<file path="src/rtl/snn_seq_pkg.sv">
// snn_seq_pkg: state encoding, default sizes and result record shared by the beat sequencer.
package snn_seq_pkg;
  localparam int DEF_N_SAMPLES = 256;
  localparam int DEF_DATA_W = 6;
  localparam int DEF_HOLD_CYC = 3;
  localparam int DEF_TIMEOUT_CYC = 1048576;
  localparam int RES_CYC_W = 21;
  typedef enum logic [2:0] {IDLE, LOAD, PAD, HOLD, RUN} state_e;
  typedef struct packed {
    logic [1:0]           cls;
    logic                 no_spike;
    logic                 timeout;
    logic                 frame_err;
    logic [RES_CYC_W-1:0] cycles;
  } result_t;
endpackage

</file>
<file path="src/rtl/snn_seq_result_reg.sv">
// snn_seq_result_reg: 1-deep valid/ready holding register for one beat result.
module snn_seq_result_reg
  import snn_seq_pkg::*;
(
  input  logic    clk,
  input  logic    resetn,
  input  logic    load_i,
  input  result_t data_i,
  input  logic    ready_i,
  output logic    valid_o,
  output logic    free_o,
  output result_t data_o
);
  logic    valid_q, valid_d;
  result_t data_q, data_d;
  always_comb begin
    free_o  = !valid_q || ready_i;
    valid_d = load_i || (valid_q && !ready_i);
    data_d  = load_i ? data_i : data_q;
  end
  always_ff @(posedge clk)
    if (!resetn) begin
      valid_q <= 1'b0;
      data_q  <= '0;
    end else begin
      valid_q <= valid_d;
      data_q  <= data_d;
    end
  assign valid_o = valid_q;
  assign data_o  = data_q;
endmodule

</file>
<file path="src/rtl/snn_beat_sequencer.sv">
// snn_beat_sequencer: loads one framed heartbeat into the classifier core, runs it,
// and captures class / no-spike / latency into a valid/ready result register.
module snn_beat_sequencer
  import snn_seq_pkg::*;
#(
  parameter int N_SAMPLES   = DEF_N_SAMPLES,
  parameter int DATA_W      = DEF_DATA_W,
  parameter int ADDR_W      = $clog2(N_SAMPLES),
  parameter int HOLD_CYC    = DEF_HOLD_CYC,
  parameter int TIMEOUT_CYC = DEF_TIMEOUT_CYC,
  parameter int CYC_W       = RES_CYC_W
)(
  input  logic              clk,
  input  logic              resetn,
  input  logic              s_valid,
  output logic              s_ready,
  input  logic [DATA_W-1:0] s_data,
  input  logic              s_last,
  output logic              core_rst_hold,
  output logic              core_wr_en,
  output logic [ADDR_W-1:0] core_wr_addr,
  output logic [DATA_W-1:0] core_wr_data,
  input  logic              core_end_process,
  input  logic [1:0]        core_output_class,
  input  logic              core_no_spike,
  output logic              r_valid,
  input  logic              r_ready,
  output logic [1:0]        r_class,
  output logic              r_no_spike,
  output logic              r_timeout,
  output logic              r_frame_err,
  output logic [CYC_W-1:0]  r_cycles,
  output logic [15:0]       beat_count,
  output logic              busy
);
  localparam logic [ADDR_W-1:0] LAST_IDX = ADDR_W'(N_SAMPLES - 1);
  state_e            state_q, state_d;
  logic [ADDR_W-1:0] idx_q, idx_d, waddr;
  logic [7:0]        hold_q, hold_d;
  logic [CYC_W-1:0]  cyc_q, cyc_d, cyc_n;
  logic [15:0]       beats_q, beats_d;
  logic              fe_q, fe_d, accept, done, cap, free;
  result_t           res_d, res_q;
  always_comb begin
    s_ready       = resetn && (state_q == IDLE || state_q == LOAD);
    accept        = s_valid && s_ready;
    waddr         = (state_q == IDLE) ? '0 : idx_q;
    core_wr_en    = accept || (resetn && state_q == PAD);
    core_wr_addr  = waddr;
    core_wr_data  = (state_q == PAD) ? '0 : s_data;
    core_rst_hold = !resetn || state_q != RUN;
    busy          = state_q != IDLE;
    cyc_n         = cyc_q + 1'b1;
    done          = state_q == RUN && (core_end_process || cyc_n == CYC_W'(TIMEOUT_CYC));
    cap           = done && free;
    // end_process takes priority over a coincident timeout
    res_d.cls       = core_end_process ? core_output_class : 2'd0;
    res_d.no_spike  = core_end_process ? core_no_spike : 1'b1;
    res_d.timeout   = !core_end_process;
    res_d.frame_err = fe_q;
    res_d.cycles    = RES_CYC_W'(cyc_n);
    beats_d = beats_q + 16'(cap);
    state_d = state_q;
    idx_d   = idx_q;
    fe_d    = fe_q;
    hold_d  = '0;
    cyc_d   = '0;
    case (state_q)
      IDLE, LOAD: if (accept) begin
        idx_d   = waddr + 1'b1;
        state_d = LOAD;
        if (waddr == LAST_IDX) begin
          state_d = HOLD;
          fe_d    = !s_last;
        end else if (s_last) begin
          state_d = PAD;
          fe_d    = 1'b1;
        end
      end
      PAD: begin
        idx_d   = idx_q + 1'b1;
        state_d = (idx_q == LAST_IDX) ? HOLD : PAD;
      end
      HOLD: begin
        hold_d  = hold_q + 1'b1;
        state_d = (hold_q == 8'(HOLD_CYC - 1)) ? RUN : HOLD;
      end
      RUN: begin
        // a finished run waiting on a full result register keeps its count frozen
        cyc_d   = done ? cyc_q : cyc_n;
        state_d = cap ? IDLE : RUN;
      end
      default: state_d = IDLE;
    endcase
  end
  always_ff @(posedge clk)
    if (!resetn) begin
      state_q <= IDLE;
      idx_q   <= '0;
      hold_q  <= '0;
      cyc_q   <= '0;
      fe_q    <= 1'b0;
      beats_q <= '0;
    end else begin
      state_q <= state_d;
      idx_q   <= idx_d;
      hold_q  <= hold_d;
      cyc_q   <= cyc_d;
      fe_q    <= fe_d;
      beats_q <= beats_d;
    end
  snn_seq_result_reg u_res (
    .clk     (clk),
    .resetn  (resetn),
    .load_i  (cap),
    .data_i  (res_d),
    .ready_i (r_ready),
    .valid_o (r_valid),
    .free_o  (free),
    .data_o  (res_q)
  );
  assign r_class     = res_q.cls;
  assign r_no_spike  = res_q.no_spike;
  assign r_timeout   = res_q.timeout;
  assign r_frame_err = res_q.frame_err;
  assign r_cycles    = CYC_W'(res_q.cycles);
  assign beat_count  = beats_q;
endmodule
</file>
<file path="config.mk">
export PLATFORM = sky130hd
export DESIGN_NAME = snn_beat_sequencer
export DESIGN_NICKNAME = d
export VERILOG_FILES = /design/src/rtl/snn_seq_pkg.sv /design/src/rtl/snn_seq_result_reg.sv /design/src/rtl/snn_beat_sequencer.sv
export SDC_FILE = /design/constraint.sdc
export NUM_CORES = 1
export LEC_CHECK = 0
export ABC_AREA = 0
export ABC_CLOCK_PERIOD_IN_PS = 4400
export CAP_MARGIN = 15
export CORE_UTILIZATION = 53
export CTS_BUF_LIST = sky130_fd_sc_hd__clkbuf_16
export CTS_CLUSTER_DIAMETER = 80
export DETAILED_ROUTE_END_ITERATION = 8
export GPL_ROUTABILITY_DRIVEN = 0
export PLACE_DENSITY = 0.87
export SETUP_SLACK_MARGIN = 0.02
export SLEW_MARGIN = 25
export SYNTH_ARGS = -nofsm -noshare
export SYNTH_HDL_FRONTEND = slang
export SYNTH_HIERARCHICAL = 1
export SYNTH_SLANG_ARGS = --single-unit
</file>
<file path="constraint.sdc">
create_clock -name clk -period 4.4 [get_ports clk]
set_clock_uncertainty 0.2 [all_clocks]
set_input_delay 0.44 -clock clk [delete_from_list [all_inputs] [get_ports clk]]
set_output_delay 0.44 -clock clk [all_outputs]
set_load 0.01 [all_outputs]
</file>
# Yosys cells after proc, flatten, opt, wreduce, memory -nomap -nowiden
# Index checks and enable logic that the tools add are counted.
classes:
  add_sub_neg: 5
  eq_ne: 10
  n_mux: 15
  reduce_logical: 26
op_table:
  columns: ["op", "n"]
  rows:
  - ["$add A8 B1 Y8 const B", 3]
  - ["$add A21 B1 Y21 const B", 1]
  - ["$eq A21 B21 Y1 const B", 1]
  - ["$add A16 B1 Y16", 1]
  - ["$eq A8 B8 Y1 const B", 2]
  - ["$mux W8", 2]
  - ["$pmux W8 S2", 1]
  - ["$pmux W3 S4", 1]
  - ["$mux W3", 3]
  - ["$eq A8 B2 Y1 const B", 1]
  - ["$eq A3 B2 Y1 const B", 2]
  - ["$logic_and A1 B1 Y1", 6]
  - ["$logic_or A1 B1 Y1", 6]
  - ["$mux W2", 3]
  - ["$mux W6", 1]
  - ["$reduce_and A2 Y1", 3]
  - ["$logic_not A1 Y1", 5]
  - ["$mux W1", 4]
  - ["$reduce_bool A2 Y1", 2]
  - ["$eq A3 B1 Y1 const B", 1]
  - ["$eq A3 B3 Y1 const B", 1]
  - ["$logic_not A3 Y1", 1]
  - ["$ne A3 B3 Y1 const B", 1]
  - ["$reduce_and A3 Y1", 1]
  - ["other kinds (3)", 3]
totals:
  register_bits: 84
  out_inout_bits: 61
  wordCells: 68
  input_bits: 15

# Depth between registers and ports, before layout
depth:
  depth_word: 7
  depth_mapped: 17
  ltp_nobuf: 13

# Modules after synthesis
# Netlist, hierarchy kept.
by_module_without_submodules:
  columns: ["module", "seq_area_each_um2", "area_each_um2", "instances", "cells_per_inst"]
  rows:
  - ["snn_beat_sequencer", 1141.1, 3296.9, 1, 402]
  - ["snn_seq_result_reg", 540.5, 1039.7, 1, 87]

# Worst setup path after synthesis
# No wires, ideal clock.
synth_path:
  path_type: "register to register"
  startpoint: "register cyc_q[1]"
  endpoint: "register beats_q[13], in the netlist beat_count[13]"
  path_slack_ns: 0.583
  setup_ns: 0.115
  arrival_time_ns: 3.502
  path_buffers: 3
  stages_incl_launch_ff: 17
  path_cell_list: "dfxtp_1 > ha_1 > and4_1 > nand3_1 > o21ai_0 > nand4_1 > or4_4 > o31ai_4 > buf_6 > buf_8 > and3_1 > ha_1 > and3_1 > clkbuf_1 > nand4_1 > xnor2_1 > and2_1"
synth_between:
  elab_chain_len: 6
synth_rtl:
  columns: ["element", "line", "rtl"]
  rows:
  - ["start, declared", "snn_beat_sequencer.sv:40", "logic [CYC_W-1:0] cyc_q, cyc_d, cyc_n;"]
  - ["start signal, assigned", "snn_beat_sequencer.sv:108", "cyc_q <= cyc_d;"]
  - ["$add A21 B1 Y21", "snn_beat_sequencer.sv:53", "cyc_n = cyc_q + 1'b1;"]
  - ["$eq A21 B21 Y1", "snn_beat_sequencer.sv:54", "done = state_q == RUN && (core_end_process || cyc_n == CYC_W'(TIMEOUT_CYC));"]
  - ["$logic_or A1 B1 Y1", "snn_beat_sequencer.sv:54", null]
  - ["$logic_and A1 B1 Y1", "snn_beat_sequencer.sv:54", null]
  - ["$logic_and A1 B1 Y1", "snn_beat_sequencer.sv:55", "cap = done && free;"]
  - ["named net cap", "snn_beat_sequencer.sv:42", "logic fe_q, fe_d, accept, done, cap, free;"]
  - ["$add A16 B1 Y16", "snn_beat_sequencer.sv:62", "beats_d = beats_q + 16'(cap);"]
  - ["end signal, assigned", "snn_beat_sequencer.sv:110", "beats_q <= beats_d;"]
  - ["end, declared", "snn_beat_sequencer.sv:41", "logic [15:0] beats_q, beats_d;"]
# The timed path passes the listed nets, and every way through them passes these cells.
# A chain may end at the register's enable or synchronous reset.

# Final worst setup path
layout_path:
  startpoint: "register cyc_q[11]"
  endpoint: "register beats_q[12], in the netlist beat_count[12]"
layout_between:
  elab_chain_len: 6
layout_rtl:
  columns: ["element", "line"]
  rows:
  - ["$add A21 B1 Y21", "snn_beat_sequencer.sv:53"]
  - ["named net cyc_n[19]", "snn_beat_sequencer.sv:40"]
  - ["$eq A21 B21 Y1", "snn_beat_sequencer.sv:54"]
  - ["$logic_or A1 B1 Y1", "snn_beat_sequencer.sv:54"]
  - ["$logic_and A1 B1 Y1", "snn_beat_sequencer.sv:54"]
  - ["$logic_and A1 B1 Y1", "snn_beat_sequencer.sv:55"]
  - ["named net cap", "snn_beat_sequencer.sv:42"]
  - ["$add A16 B1 Y16", "snn_beat_sequencer.sv:62"]
# The timed path passes the listed nets, and every way through them passes these cells.

==> summary.txt <==
Yosys
  – Simple-Gate Fraction of Synth Area: slightly below 30%
  – Largest cells by area after synthesis: dfxtp_1 (39%), mux2i_1 (6.0%), xnor2_1 (5.9%), and2_1 (5.3%), nor2b_1 (5.0%)
  – Prevailing post-synth register cell: dfxtp_1
  – EDFF count, synth: 0
  – Synthesized area: around 4300 sq um
  – Share of the synthesized area in the top cell type: 38.8%
  – Avg Inst Size Synth: approximately 9 sq um
  – Synth Area in XOR/XNOR: slightly below 9%
  – Post-synthesis compound-gate area fraction: roughly a tenth
  – Synthesized flop and latch total: 84
  – Cells after synthesis: 489
  – Largest area contributor in the netlist: dfxtp_1
  – Synth Net Count: ~500
  – Largest family of logic cells by synthesized area: simple AND/OR/NAND/NOR gates
  – Asr flop ratio synth: 0%
  – Multiplexer area fraction after synthesis: under 10%
  – Register area share after synthesis: 38.8%
  – Synth warnings: 6
  – Netlist cell types: 55
  – Fraction of the mapped netlist area in adder cells: under 10%

Worst hold path
  – Worst Hold Endpoint: hold_q[0]
  – Worst hold path class: reg -> reg
  – HP Start: hold_q[0]
  – Hold Path Stages: 1

STA
  – Slew HR: 59.4%
  – Setup violators final: 0
  – Final hold viol count: 0
  – Fin crit period: slightly below 4 ns
  – Unrepaired setup endpoints after global routing: false
  – Least-Margin Pin Slew: 0.599 ns
  – Setup_tns: 0 ns
  – Max-slew violations: 0
  – Final Cycle Share: between 80% and 90%
  – Fmax: ~260 MHz

Placement
  – Placed Area: 5050 sq um
  – PortBufs: 75
  – Post-DP HPWL: 6370 microns

GRT
  – Number of global-route vias before repair: about 3400
  – Global-route wire length before repair: roughly 16000 microns
  – Antenna violations before repair: 0
  – Largest net degree at the start of global routing: 57
  – Remaining Overflow, GRT: 0
  – Aggregate global-route resource usage: between 20% and 30%

Finish
  – Fin nets: 567
  – Layout fillers: about 600
  – Register area: 1680 sq um
  – Commonest non-fill, non-tap cell in the layout: dfxtp_1
  – Post-Layout Inst Area: about 5400 sq um
  – Most frequent cells in the layout: dfxtp_1 (84), clkdlybuf4s50_1 (75), and2_1 (37), nor2b_1 (35), nand2_1 (30)
  – Share of layout cells above drive strength 1: approximately 6.5%
  – N_diodes: 0
  – Multi-input logic area: roughly 2400 sq um
  – Area Overhead vs Synth: 24.4%

Clocking
  – Setup bufs post-CTS: 0
  – Num Clock Sinks: 84
  – Post-CTS sizing: 0
  – Latest clock arrival within the worst-skew pair: 0.33 ns
  – CTS tree: built
  – Clock Tree Buf Depth: 2
  – Hold-fix buffers at CTS: 0
  – Root Buffer: clkbuf_16
  – Num CTS Buffers: 9
  – H-tree levels: 3
  – Reg clk slew, reported paths: roughly 0.060 ns

Die
  – Die Span X: between 90 and 100 microns
  – Die area: roughly 8500 sq um
  – Total core area: between 7000 and 8000 sq um
  – Initial core utilization: between 50% and 60%
  – Row count: 32
  – I/O pin total: 76
  – Die H: 92.5 microns

Route
  – Via density: between 5 and 6
  – Routed WL: between 9000 and 10000 microns
  – DRT iter0 DRCs: 141
  – WL met3: around 480 microns
  – DR pass1 iterations: 4
  – WL met1: just over 4000 microns
  – Vias: around 3600
  – Max layer used: met4
  – Detail Route Antenna Nets: 0
  – # DRC: 0
  – Routed length per instance: approximately 14 microns
  – Metal2 WL: approximately 4400 microns

Outcome
  – Status: finished, final reports clean

Setup path
  – Slowest cell on crit path: or4_4
  – Worst r2r src: cyc_q[11]
  – CP endpoint kind: flop
  – R2r endpoint: beat_count[12]
  – Cells on worst reg2reg path: 12
  – CP Class: reg -> reg
  – CP Launch Type: flop
  – R2R setup slack: 0.53 ns
  – Worst-path fanout max: 11
  – CP peak stage delay: between 0.5 and 0.6 ns
  – Req. time, crit path: between 4 and 5 ns
  – CP cell instances: and4_1 > nand4_1 > nor3_1 > xor2_1 > or4_4 > o31ai_4 > and3_2 > ha_1 > ha_1 > nand4_1 > xnor2_1 > and2_1
  – CP arrival: 3.90 ns

Power and ir drop
  – Clk pwr share: 50.8%
  – Power Total: between 1.5 and 2 mW
  – Max IR drop VDD: around 240 uV
  – Net Switching: about 0.36 mW
  – Pwr per Cell Area: 318 nW/um^2
  – Flop pwr share: 44.7%
  – Switching Share: roughly a fifth
  – Pint: 1.36 mW
  – Logic gate share of total power: 4.5%
  – P_leak: approximately 1.8 nW

Run
  – Maxcap violations: 0
synth_stat cells, drive strengths merged (2+ instances only):
library cell and instances:
nor2b 35, a21boi 3, mux2i 26, inv 8, o31ai 3, xor2 15
o21ai 22, a21oi 23, clkbuf 17, or3 20, dfxtp 84, xnor2 29
nand3 28, o221a 2, and4 5, or2 3, or4 3, and3 8
nor3b 3, nand4 12, nor2 23, nand2b 5, nor4b 3, and2 37
nor3 5, buf 17, ha 6, nand2 30
flip-flops by register name (all words and copies together), names as in the netlist:
| signal | flops |
|---|---|
| u_res/data_o | 26 |
| cyc_q | 21 |
| beat_count | 16 |
| hold_q | 8 |
| idx_q | 8 |
| state_q | 3 |
| fe_q | 1 |
| u_res/valid_o | 1 |
per-layer routing:
metal | vias to the layer above | GRT usage (%)
met1 | 1656 | 29.4
met3 | 16 | 4.35
met2 | 100 | 36.5
met5 | - | 0
met4 | 0 | 9.90
li1 | 1798 | -
critical path: cells and delay by family, from the launching register on:
| family | cells | cell delay [ns] |
|---|---|---|
| adders and majority gates | 2 | 0.45 |
| AOI/OAI and AO/OA | 1 | 0.26 |
| and+or+nand+nor | 7 | 1.98 |
| DFF | 1 | 0.55 |
| xor gates and xnor gates | 2 | 0.33 |
through the flow:
stage,std cells,utilization [%],setup WS (ns),hold WS (ns)
finish,653,69.1,0.531,0.263
CTS,653,69.1,0.568,0.267
floorplan,489,-,0.583,0.226
detailed placement,637,64.6,0.587,0.253
global placement,637,64.6,0.712,0.237
global route,653,69.1,0.265,0.296
area by class of cell:
class	instances	share of cell area (%)
Multi-Input combinational cell	362	44.8
Timing Repair Buffer	80	14.6
Tap cell	102	2.37
Clock buffer	9	4.18
Sequential cell	84	31.2
Clock inverter	7	2.27
Inverter	9	0.626
cells by family after synthesis:
| kind of cell | Yosys count |
|---|---|
| adders and majority gates | 6 |
| buffers and inverters | 43 |
| AOI/OAI and AO/OA | 64 |
| xor gates and xnor gates | 44 |
| and+or+nand+nor | 222 |
| muxes | 26 |
| DFF | 84 |
power by group through the flow:
stage,Clock [mW],Combinational [mW],Sequential (mW)
after floorplan,0,0.0464,0.782
after global placement,0,0.0751,0.785
after detailed placement,0,0.0769,0.785
after CTS,0.881,0.0775,0.768
after global routing,0.920,0.0840,0.768
final,0.872,0.0770,0.768
how the worst max path moves through the flow:
stage / startpoint / to / slack, ns / cells after the start
2_1_floorplan: cyc_q[1] / beat_count[13] / 0.58 / 16
3_3_place_gp: cyc_q[1] / beat_count[13] / 0.71 / 13
3_5_place_dp: cyc_q[11] / beat_count[12] / 0.59 / 12
4_1_cts: cyc_q[11] / beat_count[12] / 0.57 / 12
5_1_grt: cyc_q[0] / beat_count[13] / 0.27 / 13
6_report: cyc_q[11] / beat_count[12] / 0.53 / 12
Note: power is estimated with default switching activity, not from simulation.
